### config.mk
export PLATFORM = sky130hd
export DESIGN_NAME = module_pc_unit
export DESIGN_NICKNAME = d
export VERILOG_FILES = /design/src/rtl/module_pc_unit.sv
export SDC_FILE = /design/constraint.sdc
export NUM_CORES = 1
export LEC_CHECK = 0
export ABC_AREA = 1
export ABC_CLOCK_PERIOD_IN_PS = 8400
export BUFFER_PORTS_ARGS = -buffer_cell sky130_fd_sc_hd__buf_4
export CORE_ASPECT_RATIO = 0.75
export CORE_MARGIN = 2
export CORE_UTILIZATION = 58
export CTS_BUF_LIST = sky130_fd_sc_hd__clkbuf_8
export CTS_CLUSTER_SIZE = 20
export DETAILED_ROUTE_END_ITERATION = 6
export HOLD_SLACK_MARGIN = 0.1
export PLACE_DENSITY = 0.88
export SLEW_MARGIN = 20
export SYNTH_ARGS = -nofsm -noshare
export SYNTH_HDL_FRONTEND = slang
export SYNTH_SLANG_ARGS = --single-unit
### constraint.sdc
create_clock -name clock -period 8.4 [get_ports clock]
set_input_delay 0.84 -clock clock [delete_from_list [all_inputs] [get_ports clock]]
set_output_delay 0.84 -clock clock [all_outputs]
set_load 0.01 [all_outputs]
### src/rtl/module_pc_unit.sv
// Program counter unit: next-PC selection, fetch handshake and trap redirect.
// Optional feature: define MISALIGN_TRAP_EN to turn a misaligned fetch target
// into a trap (with a misaligned pulse) instead of silently clearing bits [1:0].
module module_pc_unit #(
   parameter int              XLEN       = 32,
   parameter logic [XLEN-1:0] RESET_ADDR = XLEN'(32'h0000_0000),
   parameter logic [XLEN-1:0] TRAP_ADDR  = XLEN'(32'h0000_0100)
) (
   input  logic            clock,
   input  logic            reset,
   input  logic            stall,
   input  logic            is_jmp,
   input  logic            alu_not,
   input  logic [1:0]      is_branch,
   input  logic [XLEN-1:0] alu_out,
   input  logic [XLEN-1:0] imm,
   input  logic            trap,
   input  logic            imem_ready,
   output logic [XLEN-1:0] addr,
   output logic            imem_valid,
   output logic [XLEN-1:0] epc,
   output logic            trap_taken,
   output logic            misaligned
);

   localparam logic [1:0] ST_BOOT  = 2'd0;
   localparam logic [1:0] ST_FETCH = 2'd1;
   localparam logic [1:0] ST_TRAP  = 2'd2;

   logic [1:0]      state;
   logic            taken;
   logic [1:0]      sel;
   logic [XLEN-1:0] target;
   logic [XLEN-1:0] next_addr;
   logic            accept;
   logic            mis_hit;
   logic            trap_go;

   // Branch condition, select code and raw target (all sums wrap modulo 2^XLEN)
   always_comb begin
      taken = alu_not ? (alu_out == '0) : (alu_out != '0);
      sel   = is_jmp ? {1'b0, taken} : is_branch;
      case (sel)
         2'd0:    target = addr + XLEN'(4);
         2'd1:    target = addr + imm;
         2'd2:    target = {alu_out[XLEN-1:1], 1'b0};
         default: target = RESET_ADDR;
      endcase
   end

   assign accept     = (state == ST_FETCH) && imem_ready && !stall;
   assign imem_valid = (state == ST_FETCH);

`ifdef MISALIGN_TRAP_EN
   // A misaligned accepted target is redirected to the trap vector
   assign mis_hit   = accept && (target[1:0] != 2'b00);
   assign next_addr = target;
`else
   // Without misalignment trapping the low two bits are simply cleared
   assign mis_hit   = 1'b0;
   assign next_addr = target & ~XLEN'(3);
`endif

   // Trap wins over any branch/jump; it does not depend on imem_ready
   assign trap_go = (state == ST_FETCH) && !stall && (trap || mis_hit);

   logic mis_q;

   // State machine, PC/EPC registers and one-cycle status pulses
   always_ff @(posedge clock) begin
      if (!reset) begin
         state      <= ST_BOOT;
         addr       <= RESET_ADDR;
         epc        <= '0;
         trap_taken <= 1'b0;
         mis_q      <= 1'b0;
      end else begin
         trap_taken <= 1'b0;
         mis_q      <= 1'b0;
         case (state)
            ST_BOOT: begin
               state <= ST_FETCH;
            end
            ST_FETCH: begin
               if (trap_go) begin
                  epc        <= addr;
                  addr       <= TRAP_ADDR;
                  state      <= ST_TRAP;
                  trap_taken <= 1'b1;
                  mis_q      <= mis_hit;
               end else if (accept) begin
                  addr <= next_addr;
               end
            end
            ST_TRAP: begin
               if (!stall) state <= ST_FETCH;
            end
            default: begin
               state <= ST_BOOT;
            end
         endcase
      end
   end

`ifdef MISALIGN_TRAP_EN
   assign misaligned = mis_q;
`else
   assign misaligned = 1'b0;
   // mis_q never sets in this build; fold it into an unused-safe reduction
   logic unused_mis;
   assign unused_mis = mis_q;
`endif

endmodule

==> metrics.csv, run 1 <==
stage;metric;value;unit
synth;synth.area.mux_share;0;%
timing;finalSetupViolations;0;
run_status;status;finished, final reports clean;
critical_path;worstPathMaxFanout;28;
placed_design;gp_congestion;0.945;
finish;drive_gt1_share;20.5;%
timing;fmax;0.200;GHz
finish;finalNetCount;979;
clock_tree;cts-root-buf;clkbuf_8;
power;power_density;125;nW/um^2
routing;drt_iter0_drc;410;
critical_path;startpoint_type;input port;
global_route;grt_pass1_wl;24100;um
synth;async_reset_ff_share;0;%
timing;rsz0062_at_grt;false;
synth;synth-compound-area-share;20.8;%
clock_tree;clk_latency;0.36;ns
synth;yosys_warnings;0;
timing;finalHoldViolCount;0;
synth;synth_top_family_by_area;simple AND/OR/NAND/NOR gates;
power;leakagePower;2.96;nW
synth;yosys.area.top_type_share;27.1;%
worst_hold_path;hold_path_startpoint;addr[4];
synth;ys.flop_type;dfxtp_1;
finish;insertedDiodeCount;0;
timing;fin_skew;0.00653;ns
timing;max_slew_margin;26.0;%
routing;viasPerCell;5.64;
finish;nFillCells;617;
placed_design;post-dp-hpwl;11600;um
routing;wirelength;15500;um
finish;fin_util;74.7;%
clock_tree;cts_made_buffers;9;
timing;worst_pin_slew;1.11;ns
timing;fin_ws;3.41;ns
floorplanning;row_count;28;
critical_path;startpoint;alu_out[21];
global_route;overflow;0;
synth;synth_seq_area_share;27.1;%
clock_tree;cts_max_level;3;
clock_tree;clkTransAtPathRegs;0.08;ns
routing;drc;0;
floorplanning;die-width;107;um
job;cap_violations;0;
critical_path;cp.arrival;5.29;ns
synth;synth_xor_area_share;0.752;%
clock_tree;clk_path_buf_depth;2;
floorplanning;initial_utilization;59.3;%
synth;synthSimpleGateAreaFrac;34.5;%
critical_path;rr_startpoint;addr[2];
synth;synth_fa_ha_area_share;8.22;%
clock_tree;cts.repair.resized;0;
timing;fin_tns_setup;0;ns
floorplanning;ios;140;
synth;syn_area;4660;sq um
finish;multiInputGateArea;3020;sq um
global_route;grt_pass1_vias;5032;
synth;synth.area.top_cells;dfxtp_1 (27%), nand2_1 (15%), nor2_1 (11%);
synth;syn_avg_cell_area;6.16;sq um
routing;avgRoutedWirePerCell;15.7;um
synth;synth_edf_count;0;
timing;drv_slew;0;
synth;yosys.area.top_type;dfxtp_1;
floorplanning;die_height;81.6;um
finish;layout.area.seq;1260;sq um
power;max-vdd-ir-drop;98.7;uV
finish;area_growth;26.0;%
floorplanning;die_area;8770;sq um
worst_hold_path;hold_path.class;reg2reg;
synth;synth-seq-cells;63;
synth;ys_types;47;
floorplanning;core-area;7850;sq um
global_route;grt_usage;35.5;%
routing;antenna_left;0;
routing;dr.pass1.iters;5;
timing;post-route-period-util;59.4;%
critical_path;required;8.69;ns
clock_tree;postCtsSetupRepairBufs;0;
routing;vias;5563;
clock_tree;cts_sinks;63;
global_route;grt_max_degree;34;
placed_design;io_buffers;132;
critical_path;crit_type;in2reg;
timing;layout_min_cycle_time;4.99;ns
placed_design;preCtsSetupSlack;3.12;ns
clock_tree;cts_hold_buffers;0;
synth;netlist_instances;756;
clock_tree;cts_tree;yes;
global_route;antenna_found_initial;1;
critical_path;endpoint_kind;flop;
cell usage in the layout (no fill, tap or decap), types with 6 or more instances in the layout:
master,Yosys,layout
dfxtp_1,63,63
nor2_1,139,138
o21ai_0,64,64
inv_1,63,62
nand2_2,6,6
clkbuf_8,0,10
a21oi_1,78,78
nor3_1,10,10
nand2_1,186,186
buf_4,8,135
ha_1,29,29
nand3_1,30,30
or2_2,6,6
Yosys cell counts (3+ instances only):
cell type	n
or2_2	6
clkbuf_1	15
nand3b_1	3
a21oi_1	78
nand2_1	186
nand2_2	6
inv_1	63
nor2_2	3
o21ai_0	64
nand3_1	30
o21a_1	3
buf_4	8
nor2_1	139
dfxtp_1	63
a21oi_2	4
xor2_1	3
nor3_1	10
buf_2	6
ha_1	29
a21o_1	5
stage by stage:
| stage | hold WS [ns] | area, sq um | instances | power [mW] |
|---|---|---|---|---|
| finish | 0.519 | 5870 | 986 | 0.731 |
| global route | 0.535 | 5870 | 986 | 0.754 |
| CTS | 0.508 | 5870 | 986 | 0.729 |
| detailed placement | 0.495 | 5670 | 970 | 0.458 |
| global placement | 0.490 | 5670 | 970 | 0.454 |
| floorplan | 0.498 | 4670 | 760 | 0.398 |
layout make-up:
class	count	share of cell area [%]
inverter	64	4.10
clock buffer	10	2.35
sequential	63	21.5
multi-input combinational	603	51.5
clock inverter	6	1.02
tap	105	2.24
timing repair buffer	135	17.3
flip-flops by register name, indices dropped and copies added (netlist names):
name / flops
trap_taken: 1
epc: 30
addr: 30
state: 2
kinds of logic after synthesis:
group	after synthesis
AOI/OAI and AO/OA	172
adders and majority gates	30
DFF	63
and+or+nand+nor	392
buffers and inverters	94
other	1
xor gates and xnor gates	4
power breakdown:
part | internal (mW) | total, mW | switching (mW)
clock | 0.143 | 0.276 | 0.133
sequential | 0.308 | 0.314 | 0.00580
combinational | 0.0600 | 0.141 | 0.0815
total | 0.511 | 0.731 | 0.220
final timing paths:
path,cells after the start,to,slack (ns)
max,27,addr[30],3.41
min,2,addr[4],0.52
max reg2reg,13,addr[28],5.69
min reg2reg,2,addr[4],0.52
routing by layer:
metal / part of all wire (%) / track usage [%] / vias to the layer above
li1: - / - / 2697
met1: 46 / 48.1 / 2556
met2: 43 / 57.2 / 287
met3: 9.3 / 8.33 / 21
met4: 1.2 / 9.49 / 2
met5: 0.084 / 0 / -
worst max-delay path: stages:
cell and delay (ns):
buf_4 0.11, nor2_1 0.12, nand2_1 0.10, nor2_1 0.19, nand2_1 0.09, o21ai_0 0.18
nand3_1 0.11, nand2_1 0.14, clkinv_1 0.74, or2_2 0.61, ha_1 0.23, inv_1 0.14
fa_1 0.21, inv_1 0.07, nand3_1 0.08, nand2_1 0.11, a21boi_2 0.24, o21bai_2 0.12
nand2_1 0.07, nand3_1 0.15, nand2_1 0.14, nand2_1 0.06, nand2_1 0.05, nand3_1 0.07
nand2_1 0.10, nand2_1 0.05, a21oi_1 0.15
(Power assumes the default switching activity.)
==> inputs of run 2 (changes only) <==
Settings changed: ABC_CLOCK_PERIOD_IN_PS 8400 to 4190, CORE_UTILIZATION 58 to 49, PLACE_DENSITY 0.88 to 0.8.
Clock period 8.4 ns to 4.19 ns, I/O delays scaled along.
==> metrics.csv, run 2 (same netlist as run 1, synthesis figures left out) <==
stage;metric;value;unit;change
critical_path;cp.arrival;3.87;ns;-1.42 ns
finish;finalNetCount;983;;+0.41%
timing;post-route-period-util;85.7;%;
timing;fmax;0.279;GHz;
routing;dr.pass1.iters;5;;unchanged
timing;fin_tns_setup;0;ns;unchanged
routing;viasPerCell;5.32;;-5.7%
clock_tree;cts.repair.resized;0;;unchanged
floorplanning;core-area;9160;sq um;+17%
clock_tree;cts-root-buf;clkbuf_8;;
finish;reg.largest.list;addr x30, epc x30, state x2;;
floorplanning;die_height;88.4;um;+8.4%
global_route;antenna_found_initial;0;;-1
job;cap_violations;0;;unchanged
clock_tree;cts_tree;yes;;
timing;layout_min_cycle_time;3.59;ns;
floorplanning;row_count;30;;+7.1%
global_route;grt_pass1_vias;4938;;-1.9%
floorplanning;initial_utilization;50.8;%;-8.5 points
routing;antenna_left;0;;unchanged
timing;fin_skew;0.00646;ns;-0.0000759 ns
worst_hold_path;min_path_cells;3;;+1
finish;final_cell_mix;nand2_1 (186), buf_4 (139), nor2_1 (138);;
critical_path;timing.rr.end;addr[30];;
timing;max_slew_margin;28.8;%;+2.9 points
timing;worst_pin_slew;1.07;ns;-0.0417 ns
timing;finalSetupViolations;0;;unchanged
placed_design;post-dp-hpwl;12200;um;+5.1%
timing;hold-worst-slack;0.385;ns;-0.134 ns
timing;rsz0062_at_grt;false;;
finish;nFillCells;870;;+41%
power;max-vdd-ir-drop;292;uV;+200%
timing;drv_slew;0;;unchanged
placed_design;dp_cells;997;;+2.8%
global_route;overflow;0;;unchanged
floorplanning;ios;140;;unchanged
clock_tree;postCtsSetupRepairBufs;0;;unchanged
finish;fin_util;65.3;%;-9.5 points
clock_tree;clk_path_buf_depth;2;;unchanged
critical_path;r2r_setup_slack;1.46;ns;-4.23 ns
floorplanning;die_area;10300;sq um;+18%
finish;drive_gt1_share;20.9;%;+0.36 points
critical_path;reg2regPathDepth;16;;+3
routing;wirelength;15600;um;+0.62%
critical_path;startpoint;alu_out[10];;
floorplanning;die-width;117;um;+8.5%
power;p_total;1.60;mW;+120%
placed_design;gp_congestion;0.926;;-1.9%
clock_tree;cts_hold_buffers;0;;unchanged
routing;drc;0;;unchanged
global_route;grt_usage;30.9;%;-4.6 points
finish;fin_area;5980;sq um;+1.9%
finish;layout.area.seq;1260;sq um;unchanged
routing;vias;5389;;-3.1%
critical_path;rr_startpoint;addr[2];;
placed_design;postPlaceCellArea;5730;sq um;+1.0%
finish;area_growth;28.4;%;
clock_tree;clkTransAtPathRegs;0.07;ns;about the same
critical_path;worstPathMaxFanout;4;;-86%
finish;layout.cells.non_filler;1013;;+2.7%
global_route;grt_max_degree;35;;+2.9%
timing;finalHoldViolCount;0;;unchanged
global_route;grt_pass1_wl;24400;um;+1.3%
worst_hold_path;hold_path_startpoint;stall;;
run_status;status;finished, final reports clean;;
worst_hold_path;hold_path.class;in2reg;;
clock_tree;cts_sinks;63;;unchanged
critical_path;crit_type;in2reg;;
critical_path;required;4.47;ns;-4.22 ns
clock_tree;cts_made_buffers;9;;unchanged
power;leakagePower;3.01;nW;+1.5%
clock_tree;clk_latency;0.35;ns;about the same
worst_hold_path;whs_endpoint;state[1];;
routing;avgRoutedWirePerCell;15.4;um;-2.1%
finish;insertedDiodeCount;0;;unchanged
routing;drt_iter0_drc;413;;+0.73%
placed_design;preCtsSetupSlack;0.317;ns;-2.80 ns
power;power_density;267;nW/um^2;+110%
finish;multiInputGateArea;3020;sq um;unchanged
critical_path;startpoint_type;input port;;
finish;final_common_cell;nand2_1;;
timing;fin_ws;0.600;ns;-2.81 ns
clock_tree;cts_max_level;3;;unchanged
critical_path;endpoint_kind;flop;;
placed_design;io_buffers;132;;unchanged
run 2: cell types whose count changed in the layout (fill, tap and decap cells not counted), sizes merged:
cell / change
buf: +4
clkinv: -3
inv: +2
clkinvlp: -1
bufinv: +2
run 2: metal layers:
| layer | share of wire (%) | vias to the layer above | track usage, % |
|---|---|---|---|
| met3 | 8.9 | 25 | 7.47 |
| met1 | 50 | 2429 | 45.8 |
| li1 | - | 2698 | - |
| met4 | 1.7 | 0 | 8.88 |
| met5 | 0 | - | 0 |
| met2 | 40 | 237 | 44.4 |
run 2: layout make-up:
type	count	area share (%)
tap	128	2.68
sequential	63	21.1
multi-input combinational	603	50.5
inverter	64	4.02
timing repair buffer	139	17.5
clock buffer	10	2.30
clock inverter	6	1.93
run 2: how the worst max path moves through the flow:
stage,endpoint,slack (ns),depth (start not counted)
finish,addr[30],0.60,27
global route,addr[30],0.26,27
CTS,addr[30],0.69,27
detailed placement,addr[30],0.32,27
global placement,addr[30],0.34,27
floorplan,addr[10],1.00,21
run 2: worst max-delay path, stage by stage:
cell and delay (ns):
buf_4 0.11, nor2_1 0.14, nand2_1 0.09, nor2_1 0.16, nand2_1 0.09, o21ai_0 0.16, nand3_1 0.08, nand2_1 0.13
clkinv_1 0.11, or2_2 0.28, ha_1 0.21, inv_1 0.13, fa_1 0.21, inv_1 0.08, nand3_1 0.07, nand2_1 0.10
a21boi_2 0.24, o21bai_2 0.13, nand2_1 0.08, nand3_1 0.17, nand2_1 0.21, nand2_1 0.07, nand2_1 0.06, nand3_1 0.07
nand2_1 0.10, nand2_1 0.05, a21oi_1 0.14
run 2: where the power goes:
| group | leakage [nW] | switching (mW) | internal (mW) | total (mW) |
|---|---|---|---|---|
| registers | 0.511 | 0.0124 | 0.617 | 0.630 |
| clock network | 0.124 | 0.264 | 0.416 | 0.680 |
| logic | 2.37 | 0.164 | 0.122 | 0.286 |
| total | 3.01 | 0.440 | 1.16 | 1.60 |
